### config.mk
export PLATFORM = sky130hd
export DESIGN_NAME = frm_pixel_op
export DESIGN_NICKNAME = d
export VERILOG_FILES = /design/src/rtl/frm_pkg.sv /design/src/rtl/frm_px_alu.sv /design/src/rtl/frm_pixel_op.sv
export SDC_FILE = /design/constraint.sdc
export NUM_CORES = 1
export LEC_CHECK = 0
export BUFFER_PORTS_ARGS = -buffer_cell sky130_fd_sc_hd__buf_4
export CAP_MARGIN = 30
export CORE_AREA = 2 2 217 166
export CTS_CLUSTER_DIAMETER = 100
export DETAILED_ROUTE_END_ITERATION = 10
export DIE_AREA = 0 0 219 168
export HOLD_SLACK_MARGIN = 0.1
export MAX_ROUTING_LAYER = met4
export SETUP_SLACK_MARGIN = 0.05
export SLEW_MARGIN = 30
export SYNTH_ARGS = -nofsm -noshare
export SYNTH_HDL_FRONTEND = slang
export SYNTH_SLANG_ARGS = --single-unit
### constraint.sdc
create_clock -name clk -period 2.5 [get_ports clk]
set_input_delay 0.25 -clock clk [delete_from_list [all_inputs] [get_ports clk]]
set_output_delay 0.25 -clock clk [all_outputs]
set_load 0.05 [all_outputs]
### src/rtl/frm_pkg.sv
`default_nettype none
// ============================================================================
// Module      : frm_pkg
// Description : Shared types and constants for the frame pixel-op stage:
//               operating-mode encodings and luma coefficients.
// Revision    : 1.0 - initial release
// ============================================================================
package frm_pkg;

    // Per-frame operating mode, latched on the sof beat
    typedef enum logic [1:0] {
        MODE_BYP  = 2'd0,
        MODE_NEG  = 2'd1,
        MODE_THR  = 2'd2,
        MODE_GRAY = 2'd3
    } frm_mode_e;

    // Luma weights sum to 256, so the shifted sum always fits in one channel
    localparam int unsigned LUMA_R     = 77;
    localparam int unsigned LUMA_G     = 150;
    localparam int unsigned LUMA_B     = 29;
    localparam int unsigned LUMA_SHIFT = 8;

endpackage
`default_nettype wire

### src/rtl/frm_px_alu.sv
`default_nettype none
// ============================================================================
// Module      : frm_px_alu
// Description : Combinational per-pixel point operation (bypass, negate,
//               threshold, grayscale). The luma product sum is computed and
//               registered upstream; this block only selects and shifts it.
// Revision    : 1.0 - initial release
// ============================================================================
module frm_px_alu
    import frm_pkg::*;
#(
    parameter int CH_NUM = 3,
    parameter int CH_W   = 8
) (
    input  frm_mode_e                      mode_i,
    input  logic [CH_W-1:0]                thr_i,
    input  logic [CH_NUM*CH_W-1:0]         pix_i,
    input  logic [CH_W+LUMA_SHIFT-1:0]     luma_i,
    output logic [CH_NUM*CH_W-1:0]         pix_o
);

    logic [CH_W-1:0] w_ch;
    logic            w_unused_luma_lo;

    // Fractional bits of the luma sum are discarded by the shift
    assign w_unused_luma_lo = ^luma_i[LUMA_SHIFT-1:0];

    // Apply the selected operation channel by channel
    always_comb begin
        pix_o = pix_i;
        w_ch  = '0;
        for (int k = 0; k < CH_NUM; k++) begin
            w_ch = pix_i[k*CH_W +: CH_W];
            case (mode_i)
                MODE_NEG: pix_o[k*CH_W +: CH_W] = ~w_ch;
                MODE_THR: pix_o[k*CH_W +: CH_W] = (w_ch >= thr_i) ? {CH_W{1'b1}} : {CH_W{1'b0}};
                MODE_GRAY: begin
                    // Only B, G, R are replaced; narrower pixels fall back to bypass
                    if (CH_NUM >= 3 && k < 3)
                        pix_o[k*CH_W +: CH_W] = luma_i[LUMA_SHIFT +: CH_W];
                end
                default: ;
            endcase
        end
    end

endmodule
`default_nettype wire

### src/rtl/frm_pixel_op.sv
`default_nettype none
// ============================================================================
// Module      : frm_pixel_op
// Description : Two-stage backpressure-safe per-pixel point-operation stage
//               on the val/rdy frame interface, with per-frame mode latch
//               and line-length checking.
// Revision    : 1.0 - initial release
// ============================================================================
module frm_pixel_op
    import frm_pkg::*;
#(
    parameter int CH_NUM  = 3,
    parameter int CH_W    = 8,
    parameter int IMG_W_W = 11
) (
    input  logic                     clk,
    input  logic                     rst_n,
    input  logic [IMG_W_W-1:0]       cfg_img_w,
    input  logic [1:0]               cfg_mode,
    input  logic [CH_W-1:0]          cfg_thr,
    input  logic                     m_frm_val,
    output logic                     m_frm_rdy,
    input  logic [CH_NUM*CH_W-1:0]   m_frm_data,
    input  logic                     m_frm_sof,
    input  logic                     m_frm_eof,
    input  logic                     m_frm_sol,
    input  logic                     m_frm_eol,
    output logic                     s_frm_val,
    input  logic                     s_frm_rdy,
    output logic [CH_NUM*CH_W-1:0]   s_frm_data,
    output logic                     s_frm_sof,
    output logic                     s_frm_eof,
    output logic                     s_frm_sol,
    output logic                     s_frm_eol,
    output logic                     err_line_len,
    output logic                     frm_done
);

    localparam int DW    = CH_NUM * CH_W;
    localparam int SUM_W = CH_W + LUMA_SHIFT;

    // Marker bundle order: {sof, eof, sol, eol}
    logic              w_adv1, w_adv2, w_acc;
    frm_mode_e         w_mode_eff;
    logic [CH_W-1:0]   w_thr_eff;
    logic [SUM_W-1:0]  w_luma;
    logic [DW-1:0]     w_alu_pix;
    logic [IMG_W_W-1:0] w_pos, w_last;

    frm_mode_e         mode_q;
    logic [CH_W-1:0]   thr_q;
    logic [IMG_W_W-1:0] cnt_q, cnt_d;
    logic              err_q, err_d;
    logic              done_q, done_d;

    logic              s1_val_q;
    logic [DW-1:0]     s1_data_q;
    logic [3:0]        s1_mk_q;
    frm_mode_e         s1_mode_q;
    logic [CH_W-1:0]   s1_thr_q;
    logic [SUM_W-1:0]  s1_luma_q;

    logic              s2_val_q;
    logic [DW-1:0]     s2_data_q;
    logic [3:0]        s2_mk_q;

    assign w_adv2    = !s2_val_q || s_frm_rdy;
    assign w_adv1    = !s1_val_q || w_adv2;
    assign w_acc     = m_frm_val && w_adv1;
    assign m_frm_rdy = w_adv1;

    // The sof beat uses the live config; every other beat uses the latched one
    assign w_mode_eff = (w_acc && m_frm_sof) ? frm_mode_e'(cfg_mode) : mode_q;
    assign w_thr_eff  = (w_acc && m_frm_sof) ? cfg_thr : thr_q;

    if (CH_NUM >= 3) begin : g_luma
        assign w_luma = SUM_W'(LUMA_R) * SUM_W'(m_frm_data[2*CH_W +: CH_W])
                      + SUM_W'(LUMA_G) * SUM_W'(m_frm_data[1*CH_W +: CH_W])
                      + SUM_W'(LUMA_B) * SUM_W'(m_frm_data[0*CH_W +: CH_W]);
    end else begin : g_no_luma
        assign w_luma = '0;
    end

    // Line-length check: position of this beat in its line, sof restarts at 0
    always_comb begin
        w_pos  = m_frm_sof ? '0 : cnt_q;
        w_last = cfg_img_w - IMG_W_W'(1);
        err_d  = 1'b0;
        cnt_d  = cnt_q;
        if (w_acc) begin
            err_d = m_frm_eol ? (w_pos != w_last) : (w_pos == w_last);
            cnt_d = (m_frm_eol || err_d) ? '0 : w_pos + IMG_W_W'(1);
        end
    end

    assign done_d = s2_val_q && s_frm_rdy && s2_mk_q[2];

    // Config latch, line counter and status pulses
    always_ff @(posedge clk or negedge rst_n) begin
        if (!rst_n) begin
            mode_q <= MODE_BYP;
            thr_q  <= '0;
            cnt_q  <= '0;
            err_q  <= 1'b0;
            done_q <= 1'b0;
        end else begin
            if (w_acc && m_frm_sof) begin
                mode_q <= frm_mode_e'(cfg_mode);
                thr_q  <= cfg_thr;
            end
            cnt_q  <= cnt_d;
            err_q  <= err_d;
            done_q <= done_d;
        end
    end

    // Stage 1: capture the input beat, its effective config and luma sum
    always_ff @(posedge clk or negedge rst_n) begin
        if (!rst_n) begin
            s1_val_q  <= 1'b0;
            s1_data_q <= '0;
            s1_mk_q   <= '0;
            s1_mode_q <= MODE_BYP;
            s1_thr_q  <= '0;
            s1_luma_q <= '0;
        end else if (w_adv1) begin
            s1_val_q  <= m_frm_val;
            s1_data_q <= m_frm_data;
            s1_mk_q   <= {m_frm_sof, m_frm_eof, m_frm_sol, m_frm_eol};
            s1_mode_q <= w_mode_eff;
            s1_thr_q  <= w_thr_eff;
            s1_luma_q <= w_luma;
        end
    end

    frm_px_alu #(
        .CH_NUM (CH_NUM),
        .CH_W   (CH_W)
    ) u_alu (
        .mode_i (s1_mode_q),
        .thr_i  (s1_thr_q),
        .pix_i  (s1_data_q),
        .luma_i (s1_luma_q),
        .pix_o  (w_alu_pix)
    );

    // Stage 2: register the result; holds while the consumer stalls
    always_ff @(posedge clk or negedge rst_n) begin
        if (!rst_n) begin
            s2_val_q  <= 1'b0;
            s2_data_q <= '0;
            s2_mk_q   <= '0;
        end else if (w_adv2) begin
            s2_val_q  <= s1_val_q;
            s2_data_q <= w_alu_pix;
            s2_mk_q   <= s1_mk_q;
        end
    end

    assign s_frm_val    = s2_val_q;
    assign s_frm_data   = s2_data_q;
    assign s_frm_sof    = s2_mk_q[3];
    assign s_frm_eof    = s2_mk_q[2];
    assign s_frm_sol    = s2_mk_q[1];
    assign s_frm_eol    = s2_mk_q[0];
    assign err_line_len = err_q;
    assign frm_done     = done_q;

endmodule
`default_nettype wire

==> out/metrics.csv <==
metric;value;unit
maxSlewViolCount;0;
worst-slew-pin-transition;822.9;ps
status;finished with violations;
tns;-21680;ps
clk_latency;360;ps
cts_num_sinks;99;
worstSetupPathType;primary input to flip-flop;
route.detailed.drc;0;
synth_enable_flop_cells;0;
grt_antenna_before_repair;0;
clockBufferDepth;2;
cp.arrival;5660;ps
leakage;5.364;nW
setup_viol;8;
p_sw_share;44.57;%
n_antenna_cell;0;
core-area;34980;um2
dp_cells;1511;
fp-row-count;60;
grt_pass1_vias;7000;
yosys_warnings;0;
syn2layout_area_growth;29.94;%
ir_worst_vdd;0.001287;V
max_slew_margin;44.90;%
path_clk_slew;80;ps
root_buffer;clkbuf_16;
regToRegStartpoint;cnt_q[5];
rsz0062_at_grt;yes;
failed_checks;negative setup slack;
fin_crit;5429;ps
syn_area_per_cell;9.520;um2
crit_path_end_kind;flip-flop;
worstSetupStartpointType;primary input;
fmax;0.1842;GHz
grt_max_degree;48;
ys_seq_elements;99;
syn_nets;1119;
skew;13.67;ps
comb_power_share;73.8;%
min_to;thr_q[1];
nets;1282;
ant_nets;0;
intPower;0.008325;W
io_buffers;84;
ys_seq_area_share;28.91;%
path_max_fanout;4;
cts_tree;yes;
initial_utilization;24.49;%
clock_tree.htree_level_count;3;
switchingPower;0.006695;W
gp_congestion;0.8342;
worstRegToRegCells;12;
postSynth.asyncResetShare;100.0;%
max_cap_violations;0;
yosys.area.top_type;dfrtp_1;
avgViaCountPerCell;4.449;
first_pass_iters;5;
grt_pass1_wl;37640;um
syn_inst;900;
dp_hpwl;18530;um
syn-cell-area;8568;um2
required;2730;ps
wirelength;22900;um
synthDistinctLibCells;64;
grt_overflow;0;
hold_violations;0;
drive_gt1_share;27.34;%
synth_ff_type;dfrtp_1;
die_h;168;um
setup_ws;-2929;ps
clkPwrFrac;10.3;%
finalCritPeriodShare;217.2;%
layoutNonFillerInstCount;1533;
min_path_cells;2;
dieWidth;219;um
pwr_density_cell;1349;nW/um2
synthTopCellsByArea;dfrtp_1 29%, ha_1 16%, fa_1 13%;
numCtsBuffers;9;
boundaryPins;85;
num_vias;6821;
reg2reg_slack;210;ps
die-area;36790;um2
track_usage;13.29;%
final_cell_mix;178 x buf_4, 113 x nand2_1, 102 x inv_1;
timing.rr.end;cnt_q[9];
min-delay-start;cfg_thr[1];
layout_commonest_cell;buf_4;
crit_start;m_frm_data[11];
seq_power_share;16.0;%
wl_per_cell;14.93;um
hold_class;primary input to flip-flop;
dr.first_iter.drc_count;401;
synth_top_cell_area_share;28.91;%
-- cell families after synthesis --
| kind of cell | share of synthesized area (%) |
|---|---|
| xor+xnor | 4.600 |
| compound gates | 14.95 |
| fa+ha+maj | 29.06 |
| simple gates | 12.65 |
| flops | 28.91 |
| buf+inv | 6.527 |
| mux | 3.300 |
-- critical path: stages --
cell and delay, ps:
buf_4 130, ha_4 250, ha_4 230, ha_1 270, inv_1 50, fa_1 510, inv_2 50, ha_4 250
a21oi_4 150, xnor2_2 100, fa_1 550, inv_2 40, fa_1 490, fa_1 440, fa_1 510, inv_2 50
ha_4 210, a21o_1 180, a21oi_2 160, o31ai_4 110, o31ai_2 300, buf_4 170, xor2_1 130, a21oi_1 80
-- state kept, by name, summed over array words and instances, names as in the netlist --
signal,cells
s1_data_q,24
s_frm_data,24
cnt_q,11
s1_luma_q,8
s1_thr_q,8
thr_q,8
s1_mk_q,4
s2_mk_q,4
mode_q,2
s1_mode_q,2
err_line_len,1
frm_done,1
s1_val_q,1
s_frm_val,1
-- worst max path at each step --
stage | cells after the start | to
final | 24 | s1_luma_q[12]
after global routing | 23 | s1_luma_q[15]
after CTS | 24 | s1_luma_q[14]
after detailed placement | 23 | s1_luma_q[12]
after global placement | 24 | s1_luma_q[13]
after floorplan | 22 | s1_luma_q[15]
-- routing by layer --
metal	up-vias	wire (um)	GRT usage, %
li1	3390	-	-
met1	3302	11500	18.75
met2	113	10400	20.34
met3	16	812	2.276
met4	0	185	1.968
met5	-	0	-
-- power by group through the flow --
| stage | Clock, W | Combinational, W | Sequential, W |
|---|---|---|---|
| 4_1_cts | 0.00158 | 0.0107 | 0.00240 |
| 3_5_place_dp | 0 | 0.0101 | 0.00243 |
| 3_3_place_gp | 0 | 0.00994 | 0.00242 |
| 5_1_grt | 0.00163 | 0.0124 | 0.00244 |
| 2_1_floorplan | 0 | 0.00632 | 0.00295 |
| 6_report | 0.00154 | 0.0111 | 0.00240 |
-- metrics by stage --
stage	area, um2	power [W]	setup slack [ps]	hold WS [ps]	utilization (%)
6_report	11130	0.01502	-2929	126.2	31.82
5_1_grt	11130	0.01646	-3104	124.5	31.82
3_3_place_gp	10540	0.01236	-3334	196.8	30.14
2_1_floorplan	8771	0.009271	-3119	-45.59	-
3_5_place_dp	10550	0.01252	-3388	196.9	30.14
4_1_cts	11050	0.01466	-2932	118.7	31.60
-- synthesized netlist by cell type, types with 3 or more instances --
| master | n |
|---|---|
| xor2_1 | 25 |
| o211ai_1 | 8 |
| a2bb2oi_1 | 3 |
| clkbuf_1 | 21 |
| mux2_4 | 10 |
| nand4_1 | 5 |
| nor2_1 | 30 |
| a21boi_0 | 8 |
| a21oi_1 | 44 |
| a31oi_1 | 11 |
| buf_1 | 6 |
| o21ai_1 | 4 |
| and2_1 | 3 |
| nand2_1 | 114 |
| inv_1 | 111 |
| xnor2_1 | 20 |
| o21a_1 | 5 |
| nand2b_1 | 19 |
| o22ai_1 | 17 |
| or3_1 | 3 |
| o221ai_1 | 4 |
| or2_2 | 4 |
| and3_1 | 4 |
| nand3_1 | 17 |
| nor3_1 | 3 |
| a21o_1 | 19 |
| nor4_1 | 3 |
| fa_1 | 55 |
| dfrtp_1 | 99 |
| o31ai_1 | 6 |
| o221a_2 | 5 |
| mux2_2 | 10 |
| ha_1 | 111 |
| o21ai_0 | 42 |
| buf_2 | 6 |
| nor2b_1 | 11 |
-- what timing repair did --
| item | in CTS | in global routing |
|---|---|---|
| endpoints found under the setup margin | 8 | 17 |
| hold buffers | 3 | 0 |
| setup buffers | 3 | 0 |
| hold endpoints to repair | 27 | 0 |
| pin swaps | 18 | 9 |
| resized for setup | 19 | 18 |
-- cell type report --
| cell class | count | area, um2 |
|---|---|---|
| well taps | 465 | 581.8 |
| clock buffers | 9 | 225.2 |
| flip-flops and latches | 99 | 2477 |
| multi-input cells | 655 | 5884 |
| inverters | 112 | 422.9 |
| clock inverters | 7 | 97.59 |
| repair buffers | 186 | 1444 |
| fillers | 3647 | 23850 |
Power figures use the tool's default switching activity.
